[config.mk]
export PLATFORM = sky130hd
export DESIGN_NAME = menu_nav_fsm
export DESIGN_NICKNAME = d
export VERILOG_FILES = /design/src/rtl/menu_nav_fsm.sv
export SDC_FILE = /design/constraint.sdc
export NUM_CORES = 1
export LEC_CHECK = 0
export BUFFER_PORTS_ARGS = -buffer_cell sky130_fd_sc_hd__buf_2
export CAP_MARGIN = 10
export CORE_MARGIN = 2
export CORE_UTILIZATION = 45
export DETAILED_ROUTE_END_ITERATION = 12
export PLACE_DENSITY = 0.63
export RECOVER_POWER = 100
export SLEW_MARGIN = 20
export SYNTH_ARGS = -nofsm -noshare
export SYNTH_HDL_FRONTEND = slang
export SYNTH_SLANG_ARGS = --single-unit
[constraint.sdc]
create_clock -name sys_clk -period 2.8 [get_ports sys_clk]
set_clock_uncertainty 0.05 [all_clocks]
set_input_delay 0.84 -clock sys_clk [delete_from_list [all_inputs] [get_ports sys_clk]]
set_output_delay 0.84 -clock sys_clk [all_outputs]
set_load 0.01 [all_outputs]
[src/rtl/menu_nav_fsm.sv]
`default_nettype none
// ============================================================================
// Module   : menu_nav_fsm
// Purpose  : N-entry menu navigator with button edge detection, auto-repeat,
//            wrap-around cursor, game entry/return and a terminal exit entry.
// Revision : 1.0 - initial release
// ============================================================================
module menu_nav_fsm #(
    parameter int N_ITEMS       = 4,
    parameter int SEL_W         = $clog2(N_ITEMS),
    parameter int HOLD_CYCLES   = 25_000_000,
    parameter int REPEAT_CYCLES = 5_000_000,
    parameter int RETURN_HOME   = 0
) (
    input  logic             sys_clk,
    input  logic             sys_rst_n,
    input  logic             button_up,
    input  logic             button_down,
    input  logic             button_right,
    input  logic             game_exit,
    output logic [SEL_W-1:0] vgaMUX,
    output logic [SEL_W-1:0] choice,
    output logic             in_game,
    output logic             halted,
    output logic             enter_pulse,
    output logic             leave_pulse
);

    localparam logic [1:0]       c_MENU = 2'd0;
    localparam logic [1:0]       c_GAME = 2'd1;
    localparam logic [1:0]       c_HALT = 2'd2;
    localparam logic [SEL_W-1:0] c_LAST = SEL_W'(N_ITEMS - 1);

    localparam int c_CNT_MAX = (HOLD_CYCLES > REPEAT_CYCLES) ? HOLD_CYCLES : REPEAT_CYCLES;
    localparam int c_CNT_W   = (c_CNT_MAX > 1) ? $clog2(c_CNT_MAX) : 1;
    localparam int c_HOLD_M1 = (HOLD_CYCLES > 0) ? HOLD_CYCLES - 1 : 0;
    localparam int c_REP_M1  = (REPEAT_CYCLES > 0) ? REPEAT_CYCLES - 1 : 0;

    // Button history, ordered {right, down, up}
    logic [2:0]       btn_d;
    logic [2:0]       btn_q;

    logic [1:0]       state_d;
    logic [1:0]       state_q;
    logic [SEL_W-1:0] cursor_d;
    logic [SEL_W-1:0] cursor_q;

    logic [SEL_W-1:0] vga_d;
    logic [SEL_W-1:0] vga_q;
    logic [SEL_W-1:0] choice_d;
    logic [SEL_W-1:0] choice_q;
    logic             in_game_d;
    logic             in_game_q;
    logic             halted_d;
    logic             halted_q;
    logic             enter_d;
    logic             enter_q;
    logic             leave_d;
    logic             leave_q;

    logic             w_ev_up;
    logic             w_ev_dn;
    logic             w_ev_rt;
    logic             w_ev_ud;
    logic             w_one_held;
    logic             w_rep_tick;
    logic             w_step_up;
    logic             w_step_dn;

    assign btn_d      = {button_right, button_down, button_up};
    assign w_ev_up    = button_up    & ~btn_q[0];
    assign w_ev_dn    = button_down  & ~btn_q[1];
    assign w_ev_rt    = button_right & ~btn_q[2];
    assign w_ev_ud    = w_ev_up | w_ev_dn;
    assign w_one_held = button_up ^ button_down;

    assign w_step_dn  = w_ev_dn | (w_rep_tick & button_down);
    assign w_step_up  = w_ev_up | (w_rep_tick & button_up);

    generate
        if (HOLD_CYCLES > 0) begin : g_repeat
            logic [c_CNT_W-1:0] cnt_d;
            logic [c_CNT_W-1:0] cnt_q;
            logic               phase_d;
            logic               phase_q;
            logic               w_tick;

            // phase_q=0: waiting out the initial hold; phase_q=1: repeating
            always_comb begin
                w_tick  = (state_q == c_MENU) && w_one_held && !w_ev_ud &&
                          (cnt_q == (phase_q ? c_CNT_W'(c_REP_M1) : c_CNT_W'(c_HOLD_M1)));
                cnt_d   = cnt_q;
                phase_d = phase_q;
                if ((state_q != c_MENU) || w_ev_ud || !w_one_held) begin
                    cnt_d   = '0;
                    phase_d = 1'b0;
                end else if (w_tick) begin
                    cnt_d   = '0;
                    phase_d = 1'b1;
                end else begin
                    cnt_d   = cnt_q + c_CNT_W'(1);
                end
            end

            always_ff @(posedge sys_clk or posedge sys_rst_n) begin
                if (sys_rst_n) begin
                    cnt_q   <= '0;
                    phase_q <= 1'b0;
                end else begin
                    cnt_q   <= cnt_d;
                    phase_q <= phase_d;
                end
            end

            assign w_rep_tick = w_tick;
        end else begin : g_no_repeat
            assign w_rep_tick = 1'b0;
        end
    endgenerate

    always_ff @(posedge sys_clk or posedge sys_rst_n) begin
        if (sys_rst_n) begin
            btn_q     <= '1;
            state_q   <= c_MENU;
            cursor_q  <= '0;
            vga_q     <= '0;
            choice_q  <= '0;
            in_game_q <= 1'b0;
            halted_q  <= 1'b0;
            enter_q   <= 1'b0;
            leave_q   <= 1'b0;
        end else begin
            btn_q     <= btn_d;
            state_q   <= state_d;
            cursor_q  <= cursor_d;
            vga_q     <= vga_d;
            choice_q  <= choice_d;
            in_game_q <= in_game_d;
            halted_q  <= halted_d;
            enter_q   <= enter_d;
            leave_q   <= leave_d;
        end
    end

    always_comb begin
        state_d  = state_q;
        cursor_d = cursor_q;
        case (state_q)
            c_MENU: begin
                // Opposing up/down events cancel each other and the confirm
                if (!(w_ev_up && w_ev_dn)) begin
                    if (w_step_dn) begin
                        cursor_d = (cursor_q == c_LAST) ? '0 : cursor_q + SEL_W'(1);
                    end else if (w_step_up) begin
                        cursor_d = (cursor_q == '0) ? c_LAST : cursor_q - SEL_W'(1);
                    end else if (w_ev_rt) begin
                        state_d = (cursor_q == c_LAST) ? c_HALT : c_GAME;
                    end
                end
            end
            c_GAME: begin
                if (game_exit) begin
                    state_d = c_MENU;
                    if (RETURN_HOME != 0) begin
                        cursor_d = '0;
                    end
                end
            end
            c_HALT: begin
                state_d = c_HALT;
            end
            default: begin
                state_d  = c_MENU;
                cursor_d = '0;
            end
        endcase
    end

    // Outputs are computed from the next state so they register on the same edge
    always_comb begin
        vga_d     = '0;
        choice_d  = cursor_d;
        in_game_d = 1'b0;
        halted_d  = 1'b0;
        enter_d   = (state_q == c_MENU) && (state_d == c_GAME);
        leave_d   = (state_q == c_GAME) && (state_d == c_MENU);
        case (state_d)
            c_GAME: begin
                vga_d     = cursor_d + SEL_W'(1);
                in_game_d = 1'b1;
            end
            c_HALT: begin
                choice_d = c_LAST;
                halted_d = 1'b1;
            end
            default: begin
                vga_d = '0;
            end
        endcase
    end

    assign vgaMUX      = vga_q;
    assign choice      = choice_q;
    assign in_game     = in_game_q;
    assign halted      = halted_q;
    assign enter_pulse = enter_q;
    assign leave_pulse = leave_q;

endmodule
`default_nettype wire

After elaboration in Yosys (flattened, before gate mapping)
Cells that the tools add are included.

Add/sub/neg operators: 4. $mul: 0. Div/mod/pow operators: 0. $lt $le $gt $ge: 0. Eq/ne operators: 6. Shift-type cells: 0. Muxes and demuxes: 22. Bitwise gates (word level): 12. Reduce and logical (&&, ||, !) cells: 16.

Operator list (count): 25-bit 2-to-1 mux (3); 2-bit 2-to-1 mux (13); 25-bit by 1-bit adder with 25-bit output, second input constant (1); 25-bit == test (1); 2-bit == test, second input constant (3); 1-bit logical AND (6); 2-bit logical NOT (3); 2-bit case mux with 3 select lines (1); 1-bit bitwise AND (5); 2-bit by 1-bit adder with 2-bit output, second input constant (2); 2-bit by 1-bit == test with 1-bit output, second input constant (2); 1-bit 2-to-1 mux (4); 2-bit case mux with 2 select lines (1); 2-bit nonzero test (2); 1-bit inverter (3); 1-bit bitwise OR (3); 1-bit logical NOT (2); 1-bit logical OR (2); 2-bit OR reduction (1); 2-bit by 1-bit subtractor with 2-bit output, second input constant (1); 1-bit bitwise XOR (1).

Flip-flop bits (word level): 41. Latch bits: 0. Bits in writable memories: 0. Bits in read-only memories: 0. Input port bits: 6. Output and inout bits: 8. Word-level logic and storage cells: 71. Memories: 0.

Logic depth before layout (Yosys ltp)
Depth in word-level cells: 14. Depth in mapped cells: 11. Mapped depth without buffers: 10.

Least setup slack after synthesis
Ideal clock, no wire load.

Path type: register to register. Start: register g_repeat.cnt_q[7]. End: register leave_q (netlist: leave_pulse). Setup time: 0.122 ns. Data arrival time: 2.452 ns. Data required time: 2.628 ns. Setup slack: 0.176 ns. Cell stages (with the launch flop): 10. Path buffers: 1. Period minus slack after synthesis: 2.624 ns. Cells stage by stage: dfrtp_1 > or4b_4 > nor4_4 > o2111ai_4 > o31ai_4 > nand4bb_1 > buf_6 > mux2_1 > nor2_1 > nor3b_1.

Word-level cells in the longest chain between the ends: 10. Elaborated cells between the ends (all ways): 12. Classes of those cells: 1 x eq/ne; 4 x mux; 4 x bitwise; 3 x reduce/logical.

Ends and longest elaborated chain: start, declared (line 83) `logic [c_CNT_W-1:0] cnt_q;`; start signal, assigned (line 110) `cnt_q <= cnt_d;`; 25-bit == test * (line 91) `(cnt_q == (phase_q ? c_CNT_W'(c_REP_M1) : c_CNT_W'(c_HOLD_M1)));`; 1-bit logical AND * (line 90) `w_tick = (state_q == c_MENU) && w_one_held && !w_ev_ud &&`; 1-bit bitwise AND (line 78) `assign w_step_up = w_ev_up | (w_rep_tick & button_up);`; 1-bit bitwise OR (line 78); 2-bit 2-to-1 mux (line 154) `end else if (w_step_up) begin`; 2-bit 2-to-1 mux * (line 152) `if (w_step_dn) begin`; 2-bit 2-to-1 mux * (line 151) `if (!(w_ev_up && w_ev_dn)) begin`; 2-bit case mux with 3 select lines * (line 148) `case (state_q)`; named net state_d[0] (line 43) `logic [1:0] state_d;`; 2-bit logical NOT * (line 186) `leave_d = (state_q == c_GAME) && (state_d == c_MENU);`; 1-bit logical AND * (line 186); named net leave_d (line 58) `logic leave_d;`; end signal, assigned (line 141) `leave_q <= leave_d;`; end, declared (line 59) `logic leave_q;`.

The timed path passes the listed nets; every way through them passes the cells marked *. A chain may end at the register's enable or synchronous reset.

Worst setup path in the final report
Ends and elaborated chain as after synthesis.

==> reports/qor.txt <==
status -> completed
Top FF cell, synth -> dfrtp_1
PortBufs -> 13
CP Data Arrival Time -> 2760 ps
CTS tree -> done
CTS Sinks -> 41
post-layout minimum cycle time -> 2640 ps
max-slew violation count -> 0
RSZ-0062 raised after global routing -> false
DRT antenna net count -> 0
CP cell instances -> or4b_4 -> nor4_4 -> o2111ai_4 -> o31ai_4 -> nand4bb_2 -> mux2_1 -> nor2_1 -> nor3b_1
die area -> 0.00545 mm^2
synthesized area -> 0.00219 mm^2
CTS Buffer Depth -> 2
die height -> 73.8 um
first-pass GRT wire length -> 7.18 mm
CP Capture Type -> flop
fin util -> 0.520
fmax -> 379 MHz
First-pass DRT Iterations -> 4
Critical Path Max Stage Delay -> 540 ps
slew margin rel. -> 0.336
Worst-path clk slew -> 80 ps
Layout Nets -> 265
Global Route Usage Sum -> 0.174
# diodes -> 0
flops & latches, synth -> 41
DRC -> 0
share of cells above drive strength 1 -> 0.126
GR Overflow Total -> 0
H-tree levels -> 2
number of antenna violations at the first check in global routing -> 0
CP Launch Type -> flop
clk_lat worst skew -> 290 ps
required time worst endpoint -> 2920 ps
CP max stage cell -> or4b_4
Total Routed Length -> 4.10 mm
dpl hpwl -> 3.01 mm
number of hold buffers added after cts -> 0
maxcap violations -> 0
initial core utilization -> 0.464
setup TNS -> 0 ps
ys async rst share -> 1.00
commonest cells after routing, fill and taps aside -> dfrtp_1 (38), nor2_1 (37), nand2_1 (18)
DR vias/cell -> 5.03
Die Wd -> 73.8 um
largest net degree at the start of global routing -> 42
via count -> 1,609
setup bufs post-CTS -> 0
maximum VDD drop -> 0.297 mV
commonest non-fill, non-tap cell in the layout -> dfrtp_1
total CTS buffers -> 5
crit path kind -> reg -> reg
root buf cell -> clkbuf_8
vias in the first global route -> 1,541
endpoints failing setup -> 0
post-route clock period utilization -> 0.941
routability cong. -> 0.808
Area growth, synth to finish -> 11.9%
WL/cell -> 12.8 um
pwr/cell area -> 618 mW/mm^2
Rows -> 25
LEAKAGE -> 1.00 nW
slew of the pin with the lowest slew margin -> 997 ps
core footprint -> 0.00472 mm^2
syn nets -> 240
Cells after Synth -> 227
Final Hold Vio Count -> 0
Synth cell types -> 46
HP Class -> reg -> reg
CP max FO -> 5
CTS resizes -> 0
Yosys warning total -> 0
Filler cells -> 463
Post-synth EDFFs -> 0
DR iter-0 viols -> 97
I/O pin total -> 14
syn_area_per_cell -> 9.66 um^2
Seq/Total Area, Yosys -> 0.469
[where the power goes]
| part | switching (mW) | leakage, nW | total, mW | internal (mW) |
|---|---|---|---|---|
| logic | 0.282 | 0.411 | 0.456 | 0.174 |
| registers | 0.0407 | 0.546 | 0.685 | 0.645 |
| clock network | 0.204 | 0.0439 | 0.376 | 0.172 |
[flip-flops by register name, summed over array words and instances (netlist names)]
signal,cells
choice,2
enter_pulse,1
g_repeat.phase_q,1
cursor_q,2
in_game,1
btn_q,3
state_q,2
leave_pulse,1
g_repeat.cnt_q,25
vgaMUX,2
halted,1
[cell families after synthesis]
logic type      synth area share
compound gates             0.116
xor+xnor                  0.0799
fa+ha+maj                 0.0399
buf+inv                   0.0342
flops                      0.469
mux                       0.0194
simple gates               0.241
[critical path: cells and delay by family (launching register included)]
kind             cells  cell delay [ps]
flip-flops           1              380
multiplexers         1              340
AND/OR/NAND/NOR      5             1290
AO/OA/AOI/OAI        2              460
[area by class of cell]
cell class / instances / area (um^2) / share of cell area
inverters: 14 / 52.6 / 0.0214
flip-flops and latches: 41 / 1030 / 0.419
clock inverters: 3 / 17.5 / 0.00714
repair buffers: 22 / 110 / 0.0449
well taps: 67 / 83.8 / 0.0341
clock buffers: 5 / 68.8 / 0.0280
multi-input cells: 168 / 1090 / 0.445
[metal layers]
| metal | GRT usage | part of all wire | vias up |
|---|---|---|---|
| met5 | 0 | 0 | - |
| met4 | 0.0687 | 0.018 | 0 |
| met3 | 0.0370 | 0.027 | 6 |
| met2 | 0.235 | 0.41 | 23 |
| met1 | 0.265 | 0.54 | 756 |
| li1 | - | - | 824 |
[worst paths after layout]
kind                                   start                  to  slack (ps)  depth (start not counted)
max                        g_repeat.cnt_q[7]         leave_pulse         160                          8
min                        g_repeat.cnt_q[0]   g_repeat.cnt_q[0]         430                          1
min in group asynchronous          sys_rst_n              halted         790                          3
max in group asynchronous          sys_rst_n  g_repeat.cnt_q[10]        1280                          3
min reg2reg                g_repeat.cnt_q[0]   g_repeat.cnt_q[0]         430                          1
max reg2reg                g_repeat.cnt_q[7]         leave_pulse         160                          8
[metrics by stage]
| stage | instances | power [mW] | setup WS, ps | instance area, um^2 | hold WS [ps] |
|---|---|---|---|---|---|
| final | 320 | 1.52 | 164 | 2450 | 431 |
| after global routing | 320 | 1.63 | 13.1 | 2450 | 459 |
| after global placement | 312 | 1.15 | 156 | 2390 | 422 |
| after floorplan | 227 | 1.03 | 176 | 2190 | 398 |
| after CTS | 320 | 1.55 | 86.8 | 2470 | 440 |
| after detailed placement | 312 | 1.16 | 98.0 | 2390 | 429 |
[cell usage after synthesis, types with 2 or more instances]
cell type	instances	area (um^2)
nand2b_1	2	12.5
nand3_1	12	60.1
mux2_1	2	22.5
inv_1	13	48.8
clkbuf_1	3	11.3
and2_1	2	12.5
mux2i_1	2	20.0
nand4_1	2	12.5
a211o_1	2	17.5
nor4_1	2	12.5
xnor2_1	8	70.1
a21oi_1	12	60.1
dfstp_2	3	78.8
nor2_1	37	139
nor3_1	5	25.0
xor2_1	12	105
ha_1	7	87.6
nand2_1	18	67.6
a21o_1	2	15.0
or3_1	4	25.0
nor3b_1	4	30.0
o21ai_0	8	40.0
and3_1	4	25.0
o22ai_1	2	12.5
dfrtp_1	38	951
Note: power is estimated with default switching activity, not from simulation.
